### src/rtl/count_event_logger_pkg.sv
// Shared types and constants for the count_event_logger block.
// Event kind bit positions, the kind type and the drop counter width.
package count_event_logger_pkg;

    localparam int KIND_OVF = 0;
    localparam int KIND_THR = 1;
    localparam int DROP_W   = 8;

    typedef logic [1:0] kind_t;

endpackage

### src/rtl/count_event_logger_sync_fifo.sv
// Single-clock FIFO with registered storage and wrap-bit pointers.
// Pushes into a full FIFO are taken only when a pop frees a slot on the same edge.
module sync_fifo #(
    parameter  int DW    = 18,
    parameter  int DEPTH = 4,
    localparam int AW    = $clog2(DEPTH)
) (
    input  logic          clk,
    input  logic          rst,
    input  logic          push,
    input  logic          pop,
    input  logic [DW-1:0] wdata,
    output logic [DW-1:0] rdata,
    output logic          full,
    output logic          empty,
    output logic [AW:0]   level
);

    logic [AW:0]   wr_q, wr_d;
    logic [AW:0]   rd_q, rd_d;
    logic [DW-1:0] mem_q [DEPTH];
    logic [DW-1:0] mem_d [DEPTH];
    logic          do_push;
    logic          do_pop;

    assign empty = (wr_q == rd_q);
    assign full  = (wr_q[AW] != rd_q[AW]) && (wr_q[AW-1:0] == rd_q[AW-1:0]);
    assign level = wr_q - rd_q;
    assign rdata = mem_q[rd_q[AW-1:0]];

    assign do_pop  = pop & ~empty;
    assign do_push = push & (~full | do_pop);

    always_comb begin
        mem_d = mem_q;
        wr_d  = wr_q;
        rd_d  = rd_q;
        if (do_push) begin
            mem_d[wr_q[AW-1:0]] = wdata;
            wr_d                = wr_q + 1'b1;
        end
        if (do_pop) begin
            rd_d = rd_q + 1'b1;
        end
    end

    always_ff @(posedge clk) begin
        if (rst) begin
            wr_q <= '0;
            rd_q <= '0;
        end else begin
            wr_q <= wr_d;
            rd_q <= rd_d;
        end
    end

    // Payload needs no reset: it is only visible once the pointers mark it valid.
    always_ff @(posedge clk) begin
        mem_q <= mem_d;
    end

endmodule

### src/rtl/count_event_logger.sv
// Monitors a counter for overflow pulses and threshold crossings, timestamps
// each event and queues it for a valid/ready consumer; overflowing events are counted.
module count_event_logger
    import count_event_logger_pkg::*;
#(
    parameter  int WIDTH    = 8,
    parameter  int TS_WIDTH = 16,
    parameter  int DEPTH    = 4,
    localparam int LW       = $clog2(DEPTH) + 1
) (
    input  logic                clk,
    input  logic                rst,
    input  logic [WIDTH-1:0]    count_in,
    input  logic                overflow_in,
    input  logic [WIDTH-1:0]    threshold_in,
    input  logic                capture_en,
    output logic                event_valid,
    input  logic                event_ready,
    output logic [1:0]          event_kind,
    output logic [TS_WIDTH-1:0] event_ts,
    output logic [DROP_W-1:0]   drop_count,
    output logic [LW-1:0]       fifo_level
);

    localparam int FW = TS_WIDTH + 2;

    logic [TS_WIDTH-1:0] ts_q, ts_d;
    logic                hit_q, hit_d;
    logic [DROP_W-1:0]   drop_q, drop_d;

    logic    hit;
    logic    thr_evt;
    logic    ovf_evt;
    kind_t   kind;
    logic    evt;
    logic    pop;
    logic    push;
    logic    drop;
    logic    fifo_full;
    logic    fifo_empty;
    logic [FW-1:0] fifo_rdata;

    assign hit     = (count_in == threshold_in);
    assign thr_evt = hit & ~hit_q;
    assign ovf_evt = overflow_in;

    always_comb begin
        kind           = '0;
        kind[KIND_OVF] = ovf_evt;
        kind[KIND_THR] = thr_evt;
    end

    assign evt  = capture_en & (kind != 2'b00);
    assign pop  = event_valid & event_ready;
    assign push = evt & (~fifo_full | pop);
    assign drop = evt & fifo_full & ~pop;

    // hit_q tracks the compare even while capture is off, so re-enabling
    // on a held match does not manufacture an edge.
    always_comb begin
        ts_d   = ts_q + 1'b1;
        hit_d  = hit;
        drop_d = drop_q;
        if (drop && (drop_q != {DROP_W{1'b1}})) begin
            drop_d = drop_q + 1'b1;
        end
    end

    always_ff @(posedge clk) begin
        if (rst) begin
            ts_q   <= '0;
            hit_q  <= 1'b0;
            drop_q <= '0;
        end else begin
            ts_q   <= ts_d;
            hit_q  <= hit_d;
            drop_q <= drop_d;
        end
    end

    sync_fifo #(
        .DW    (FW),
        .DEPTH (DEPTH)
    ) u_fifo (
        .clk   (clk),
        .rst   (rst),
        .push  (push),
        .pop   (pop),
        .wdata ({kind, ts_q}),
        .rdata (fifo_rdata),
        .full  (fifo_full),
        .empty (fifo_empty),
        .level (fifo_level)
    );

    assign event_valid = ~fifo_empty;
    assign event_kind  = fifo_rdata[FW-1:TS_WIDTH];
    assign event_ts    = fifo_rdata[TS_WIDTH-1:0];
    assign drop_count  = drop_q;

endmodule

### config.mk
export PLATFORM = sky130hd
export DESIGN_NAME = count_event_logger
export DESIGN_NICKNAME = d
export VERILOG_FILES = /design/src/rtl/count_event_logger_pkg.sv /design/src/rtl/count_event_logger_sync_fifo.sv /design/src/rtl/count_event_logger.sv
export SDC_FILE = /design/constraint.sdc
export NUM_CORES = 1
export LEC_CHECK = 0
export CAP_MARGIN = 20
export CORE_MARGIN = 5
export CORE_UTILIZATION = 45
export DETAILED_ROUTE_END_ITERATION = 10
export PLACE_DENSITY = 0.67
export SYNTH_ARGS = -nofsm -noshare
export SYNTH_HDL_FRONTEND = slang
export SYNTH_SLANG_ARGS = --single-unit
### constraint.sdc
create_clock -name clk -period 2.9 [get_ports clk]
set_input_delay 0.29 -clock clk [delete_from_list [all_inputs] [get_ports clk]]
set_output_delay 0.29 -clock clk [all_outputs]
set_load 0.03 [all_outputs]
Word level (Yosys, flattened, before mapping) --
Cells that the tools add are included.
Storage, ports and cells: register bits after elaboration 103, latch bits 0, RAM bits 0, memory bits (read-only) 0, input bits 21, output and inout bits 30, logic and storage cells 48, memories 0
Cells by class: add/subtract/negate cells 5, multiply operators 0, divide/modulo/power cells 0, $lt $le $gt $ge 3, eq/ne operators 5, shift-type cells 0, mux-type cells 6, bitwise operators 16, reductions and logical operators 4
Operators by type and width (number):
- bitwise mux 72 bit | 1
- two-way mux 18 bit | 3
- binary-select mux 18 bit (select 2 bit) | 1
- demux 18 bit (select 2 bit) | 1
- adder 16 x 1 -> 16 bit, second input constant | 1
- adder 8 x 1 -> 8 bit, second input constant | 1
- AND 1 bit | 8
- equality test 8 bit | 1
- inequality test 8 bit, second input constant | 1
- adder 3 x 1 -> 3 bit, second input constant | 2
- greater-or-equal comparator 3 bit, second input constant | 2
- inverter 2 -> 3 bit | 2
- inverter 1 bit | 4
- equality test 3 bit | 1
- logical AND 1 bit | 3
- less-than comparator 3 x 1 -> 1 bit, second input constant | 1
- subtractor 3 bit | 1
- equality test 2 bit | 1
- bitwise OR 1 bit | 2
- nonzero test 2 bit | 1
- inequality test 1 bit | 1

Longest topological paths before layout --
Gate-level depths: netlist of the first run.
depth after elaboration 7, depth in mapped cells 8, gate-level depth less buffers 7

Modules after synthesis --
A second synthesis of the first run with hierarchy kept.
Unflattened totals: cell total of the unflattened synthesis 291, area, all modules 4272.8 um^2
Modules (own cells, without submodules):
- sync_fifo | instances 1, cells each 146, area an instance 3056.7 um^2, sequential area each 2282.2 um^2
- count_event_logger | instances 1, cells each 145, area an instance 1216.2 um^2, sequential area each 500.5 um^2

Least setup slack after synthesis of the first run --
No wires, ideal clock.
path kind register to register, from register u_fifo.rd_q[1], to register u_fifo.mem_q[18] in the netlist's numbering (enable), setup time 376 ps, arrival 2029 ps, data required time 2524 ps, path slack 496 ps, cell stages (with the launch flop) 8, buffers on the path 1, period minus slack after synthesis 2404 ps, cells stage by stage dfxtp_1 > clkbuf_1 > inv_1 > ha_1 > nand2_1 > nor3_2 > nor3b_2 > and2_1
On the way: word-level cells in the longest chain between the ends 6, elaborated cells between the ends (all ways) 11, classes of those cells 2 x eq/ne; 8 x bitwise; 1 x reduce/logical
Ends and longest elaborated chain:
- start, declared | RTL line count_event_logger_sync_fifo.sv:20 | logic [AW:0] rd_q, rd_d;
- start signal, assigned | RTL line count_event_logger_sync_fifo.sv:53 | rd_q <= rd_d;
- equality test 3 bit or equality test 2 bit (tied branches) | RTL line count_event_logger_sync_fifo.sv:26, count_event_logger_sync_fifo.sv:27
- inverter 1 bit or logical AND 1 bit (tied branches) | RTL line count_event_logger_sync_fifo.sv:31, count_event_logger.sv:96, count_event_logger_sync_fifo.sv:27
- AND 1 bit or inverter 1 bit (tied branches) | RTL line count_event_logger.sv:54, count_event_logger_sync_fifo.sv:32, count_event_logger.sv:55
- bitwise OR 1 bit or AND 1 bit (tied branches) | RTL line count_event_logger.sv:55, count_event_logger_sync_fifo.sv:31
- AND 1 bit or bitwise OR 1 bit (tied branches) | RTL line count_event_logger.sv:55, count_event_logger_sync_fifo.sv:32
- AND 1 bit (*) | RTL line count_event_logger_sync_fifo.sv:32 | assign do_push = push & (~full | do_pop);
- end signal, assigned | RTL line count_event_logger_sync_fifo.sv:59 | mem_q <= mem_d;
- end, declared | RTL line count_event_logger_sync_fifo.sv:21 | logic [DW-1:0] mem_q [DEPTH];
Mark *: on every way between the ends. The rest lies on a longest branch, timed or not. A chain may end at the register's enable or synchronous reset.

Worst setup path in the final report of the first run --
from register u_fifo.wr_q[0], to output fifo_level[2]
On the way: word-level cells in the longest chain between the ends 1
Ends and longest elaborated chain:
- start, declared | RTL line count_event_logger_sync_fifo.sv:19 | logic [AW:0] wr_q, wr_d;
- start signal, assigned | RTL line count_event_logger_sync_fifo.sv:52 | wr_q <= wr_d;
- subtractor 3 bit | RTL line count_event_logger_sync_fifo.sv:28 | assign level = wr_q - rd_q;
- end, declared | RTL line count_event_logger.sv:22 | output logic [LW-1:0] fifo_level
No other way between the ends.

==> results of run 1 <==
-- path summary, 6_finish.rpt --
| path | depth (start not counted) | slack, ps | endpoint | from |
|---|---|---|---|---|
| worst min register to register | 2 | 520 | drop_count[7]$_SDFFE_PP0P_ | drop_count[7]$_SDFFE_PP0P_ |
| worst max register to register | 7 | 660 | drop_count[7]$_SDFFE_PP0P_ | u_fifo.wr_q[0]$_SDFFE_PP0P_ |
| worst max-delay path | 5 | 190 | fifo_level[2] | u_fifo.wr_q[0]$_SDFFE_PP0P_ |
| worst min-delay path | 2 | 520 | drop_count[7]$_SDFFE_PP0P_ | drop_count[7]$_SDFFE_PP0P_ |
-- through the flow --
| stage | worst slack [ps] | util (%) | hold WS, ps |
|---|---|---|---|
| finish | 188.5 | 55.56 | 522.2 |
| global route | 35.34 | 55.56 | 558.6 |
| CTS | 163.6 | 55.56 | 518.3 |
| detailed placement | 318.0 | 53.62 | 498.7 |
| global placement | 350.7 | 53.62 | 496.6 |
| floorplan | 495.5 | - | 388.9 |
-- metal layers --
layer  part of all wire, %  track usage, %
met4                  0.41           3.288
met5                     0               0
met1                    44           18.54
met2                    50           24.10
met3                   4.9           5.057
-- registers in the layout (all words and copies together), names as in the netlist --
name and count:
drop_count 8, hit_q 1, ts_q 16, u_fifo.mem_q 72
u_fifo.rd_q 3, u_fifo.wr_q 3
-- layout make-up --
| cell class | instances | area, sq um |
|---|---|---|
| fill | 765 | 4086 |
| sequential | 103 | 2783 |
| multi-input combinational | 158 | 1371 |
| timing repair buffer | 63 | 608.1 |
| tap | 111 | 138.9 |
| clock buffer | 9 | 123.9 |
| clock inverter | 7 | 55.05 |
| inverter | 8 | 30.03 |
-- cell usage in the layout (no fill, tap or decap), types with 3 or more instances in the layout --
cell type and n:
a21oi_1 9, and2_1 3, buf_4 13, clkbuf_8 9, clkdlybuf4s50_1 49, dfxtp_1 31
edfxtp_1 72, ha_1 9, inv_1 8, mux2_1 3, mux4_2 18, nand2_1 10
nand2b_1 4, nand3_1 12, nand4_1 4, nor2_1 23, nor2b_1 3, nor3_1 3
o21ai_0 3, o31ai_1 6, or4_1 6, xnor2_1 9, xor2_1 15
-- cell families after synthesis --
logic type | count (synthesis) | share of synthesized area, %
AOI/OAI and AO/OA | 20 | 2.959
xor gates and xnor gates | 24 | 4.972
adders and majority gates | 10 | 3.137
buffers and inverters | 17 | 1.746
DFF | 103 | 65.82
muxes | 23 | 10.86
and+or+nand+nor | 81 | 10.51
-- critical path, cell delays in order (launching register included) --
cell	delay (ps)
dfxtp_1	400
inv_1	120
ha_1	200
fa_1	380
xnor2_1	240
clkdlybuf4s50_1	710
-- power by group through the flow --
stage	registers, uW	clock network, uW	logic, uW
global route	1610	914	548
global placement	1640	0	516
CTS	1610	841	523
finish	1610	820	512
floorplan	1640	0	323
detailed placement	1640	0	520
==> flow_metrics.py, run 1 <==
metrics = {
    "sta": {
        "finalCriticalPeriod_ps": 2712,
        "fin_crit_sh_pct": 93.50,
        "final_max_slew_viol_count": 0,
        "worstMarginPinSlew_ps": 660.8,
        "hold_viol_final": 0,
        "max_freq_mhz": 368.8,
        "setup_tns_ps": 0,
        "setup_violations": 0,
        "clock_skew_ps": 8.424,
        "slew_headroom_pct": 55.81,
        "rsz0062_at_grt": "false",
    },
    "global_routing": {
        "grt_pass1_vias": 2554,
        "grt_max_degree": 20,
        "grt_antenna_before_repair": 0,
        "gr-total-overflow": 0,
        "track_usage_pct": 14.56,
        "grt_pass1_wl_mm": 12.88,
    },
    "cts": {
        "cts_resized": 0,
        "clock_latency_ps": 370,
        "clockRootBuffer": "clkbuf_8",
        "clock_path_buffers": 2,
        "cts_buffers": 9,
        "clock-sinks": 103,
        "cts_hold_buf": 0,
        "tritoncts": "yes",
        "clk_pin_slew_ps": 90,
        "cts_max_level": 3,
        "cts_setup_buffers": 0,
    },
    "critical_path": {
        "setup.worst_path.start_class": "flop",
        "crit_required_ps": 2610,
        "critical_path_class": "reg -> out",
        "path_max_fanout": 4,
        "crit_path_end_kind": "primary output",
        "worstPathArrival_ps": 2420,
    },
    "power_and_ir_drop": {
        "p_total_uw": 2940,
        "p_sw_share_pct": 26.82,
        "power-per-cell-area_nw_per_um2": 575.3,
        "p_leak_uw": 0.001695,
        "ir_drop_mv": 0.2347,
        "p_seq_share_pct": 54.7,
        "clkPwrFrac_pct": 27.9,
        "p_sw_uw": 788.5,
        "p_comb_share_pct": 17.4,
        "internal_power_uw": 2151,
    },
    "synth": {
        "yosys_warnings": 0,
        "synth_edf_count": 72,
        "synth-seq-cells": 103,
        "yosysMostFrequentCell": "edfxtp_1",
        "netlist.area_leader.share_pct": 51.14,
        "syn_inst": 278,
        "async_flop_share_pct": 0,
        "postSynthAreaPerCell_sq_um": 15.21,
        "synth.distinct_cells": 37,
        "yosys.area.top_type": "edfxtp_1",
        "yosys-top-cells-area": "edfxtp_1, dfxtp_1, mux4_2, xor2_1, ha_1",
        "ys.flop_type": "edfxtp_1",
        "synth_fp_nets": 309,
        "seq_area_frac_synth_pct": 65.82,
        "synth_commonest_cells": "edfxtp_1, dfxtp_1, nor2_1",
        "synth_area_sq_um": 4228,
    },
    "routing": {
        "vias": 2431,
        "routed_wl_mm": 7.591,
        "drtIter0Drc": 83,
        "drc": 0,
        "dr.pass1.iters": 4,
        "avgViaCountPerCell": 5.296,
        "ant_nets": 0,
        "avgRoutedWirePerCell_microns": 16.54,
    },
    "placement": {
        "placed_cell_area_sq_um": 4931,
        "place_congestion": 0.8084,
        "portBuffers": 50,
        "dp.cells": 443,
        "hpwl_mm": 5.344,
    },
    "floorplan": {
        "rows": 35,
        "die_h_microns": 106.9,
        "start_util_pct": 45.97,
        "die_area_sq_um": 11430,
        "die_w_microns": 106.9,
        "ios": 51,
        "core_sq_um": 9196,
    },
    "hold_path": {
        "min_path_type": "reg -> reg",
    },
    "layout": {
        "fin_cells": 459,
        "antenna_cells": 0,
        "final_cell_area_sq_um": 5110,
        "layout-drive-gt1-share_pct": 15.80,
        "finalNetCount": 374,
        "syn2layout_area_growth_pct": 20.86,
    },
    "run": {
        "cap_violations": 0,
    },
    "outcome": {
        "status": "complete, no violations",
    },
}
Note: power is estimated with default switching activity, not from simulation.
==> inputs of run 2 (changes only) <==
clock period = 3.24 ns   (was 2.9 ns; I/O delays follow)
==> run 2 against run 1 <==
Effect of this change: count of clock-buffer cells in the layout is the same; sequential power shrank 11%; non-clock buffer count shrank 3; utilization shrank 0.34 points; combinational power shrank 11%; total power shrank 11%; largest power group unchanged; die area is the same; first-iteration DRC count grew 34%.
==> flow_metrics.py, run 2 (synthesis results as in run 1) <==
metrics = {
    "outcome": {
        "status": "complete, no violations",
    },
    "routing": {
        "dr.pass1.iters": 4,
        "avgViaCountPerCell": 5.353,
        "avgRoutedWirePerCell_microns": 16.04,
        "drtIter0Drc": 111,
        "ant_nets": 0,
        "vias": 2441,
        "routed_wl_mm": 7.315,
        "drc": 0,
    },
    "sta": {
        "hold_viol_final": 0,
        "max_freq_mhz": 367.3,
        "final_max_slew_viol_count": 0,
        "worstMarginPinSlew_ps": 627.8,
        "setup_violations": 0,
        "slew_headroom_pct": 58.02,
        "finalCriticalPeriod_ps": 2723,
        "rsz0062_at_grt": "false",
        "setup_tns_ps": 0,
        "clock_skew_ps": 10.11,
        "fin_crit_sh_pct": 84.03,
    },
    "global_routing": {
        "track_usage_pct": 13.90,
        "grt_antenna_before_repair": 0,
        "gr-total-overflow": 0,
        "grt_max_degree": 21,
        "grt_pass1_wl_mm": 12.36,
        "grt_pass1_vias": 2477,
    },
    "critical_path": {
        "critical_path_class": "reg -> out",
        "path_cells": "buf_4 -> ha_1 -> fa_1 -> xnor2_1 -> clkdlybuf4s50_1",
        "path_max_fanout": 10,
        "crit_slowest_cell": "clkdlybuf4s50_1",
        "timing.rr.end": "drop_count[5]$_SDFFE_PP0P_",
        "worstPathArrival_ps": 2400,
        "setup.worst_path.start_class": "flop",
        "slowest_delay_ps": 710,
        "r2r_start": "u_fifo.rd_q[0]$_SDFFE_PP0P_",
        "crit_path_end_kind": "primary output",
        "rrSetupSlack_ps": 1020,
        "reg2reg_depth": 7,
        "crit_required_ps": 2920,
    },
    "layout": {
        "layout_commonest_cell": "edfxtp_1",
        "fin_cells": 456,
        "final_cell_mix": "edfxtp_1, clkdlybuf4s50_1, dfxtp_1",
        "finalNetCount": 371,
        "antenna_cells": 0,
        "nFillCells": 769,
        "syn2layout_area_growth_pct": 20.12,
        "layout-drive-gt1-share_pct": 14.78,
        "largest_reg_flops": 72,
        "top_register": "u_fifo.mem_q",
    },
    "floorplan": {
        "rows": 35,
        "die_area_sq_um": 11430,
        "core_sq_um": 9196,
        "die_w_microns": 106.9,
        "ios": 51,
        "die_h_microns": 106.9,
        "start_util_pct": 45.97,
    },
    "cts": {
        "cts_buffers": 9,
        "tritoncts": "yes",
        "cts_hold_buf": 0,
        "cts_max_level": 3,
        "cts_resized": 0,
        "clock-sinks": 103,
        "cts_setup_buffers": 0,
        "clk_pin_slew_ps": 100,
        "clock_latency_ps": 350,
        "clock_path_buffers": 2,
        "clockRootBuffer": "clkbuf_8",
    },
    "power_and_ir_drop": {
        "ir_drop_mv": 0.2293,
        "p_sw_share_pct": 26.58,
        "p_leak_uw": 0.001667,
        "p_seq_share_pct": 54.8,
        "p_sw_uw": 696.4,
        "power-per-cell-area_nw_per_um2": 515.9,
        "internal_power_uw": 1924,
        "p_comb_share_pct": 17.4,
        "clkPwrFrac_pct": 27.8,
    },
    "hold_path": {
        "hold_start": "drop_count[1]$_SDFFE_PP0P_",
        "min_path_type": "reg -> reg",
        "whs_endpoint": "drop_count[1]$_SDFFE_PP0P_",
        "hold_depth": 2,
    },
    "placement": {
        "dp.cells": 440,
        "hpwl_mm": 5.055,
        "portBuffers": 50,
        "place_congestion": 0.8042,
    },
    "run": {
        "cap_violations": 0,
    },
}
run 2: area by class of cell:
cell class / count / area [sq um] / area share, %
Sequential cell: 103 / 2783 / 54.79
Inverter: 8 / 30.03 / 0.5913
Timing Repair Buffer: 60 / 575.6 / 11.33
Multi-Input combinational cell: 158 / 1371 / 27.00
Clock buffer: 9 / 123.9 / 2.439
Tap cell: 111 / 138.9 / 2.735
Clock inverter: 7 / 56.30 / 1.109
run 2: worst max-delay path, delay by kind of cell, from the launching register on:
kind | cells | cell delay (ps)
buf+inv | 2 | 900
fa+ha+maj | 2 | 610
flops | 1 | 320
xor+xnor | 1 | 210
run 2: routing by layer:
| layer | GRT usage, % | vias to the layer above | share of wire [%] |
|---|---|---|---|
| li1 | - | 1168 | - |
| met1 | 17.46 | 1194 | 44 |
| met2 | 22.84 | 67 | 49 |
| met3 | 3.913 | 12 | 5.5 |
| met4 | 5.479 | 0 | 1.8 |
| met5 | 0 | - | 0 |
run 2: power groups by stage:
stage                     sequential, uW  clock [uW]  combinational (uW)
after floorplan                     1460           0                 289
after global placement              1470           0                 458
after detailed placement            1470           0                 462
after CTS                           1440         753                 465
after global routing                1440         807                 487
final                               1440         729                 455
run 2: worst max-delay path by stage:
| stage | startpoint | to | slack, ps | cells past startpoint |
|---|---|---|---|---|
| 5_1_grt | u_fifo.rd_q[0]$_SDFFE_PP0P_ | fifo_level[2] | 420 | 5 |
| 2_1_floorplan | u_fifo.rd_q[1]$_SDFFE_PP0P_ | u_fifo.mem_q[18]$_DFFE_PP_ | 840 | 7 |
| 3_3_place_gp | threshold_in[3] | u_fifo.mem_q[43]$_DFFE_PP_ | 500 | 7 |
| 6_report | u_fifo.rd_q[0]$_SDFFE_PP0P_ | fifo_level[2] | 520 | 5 |
| 4_1_cts | u_fifo.rd_q[0]$_SDFFE_PP0P_ | fifo_level[2] | 480 | 5 |
| 3_5_place_dp | threshold_in[3] | u_fifo.mem_q[43]$_DFFE_PP_ | 430 | 7 |
run 2: through the flow:
stage	utilization, %	power, uW	setup slack [ps]	cell area [sq um]	hold WS, ps
2_1_floorplan	-	1753	835.5	4228	422.9
3_3_place_gp	53.27	1924	498.2	4898	501.1
3_5_place_dp	53.27	1930	431.7	4898	498.0
4_1_cts	55.22	2655	479.4	5079	516.1
5_1_grt	55.22	2735	419.8	5079	529.4
6_report	55.22	2620	517.5	5079	514.0
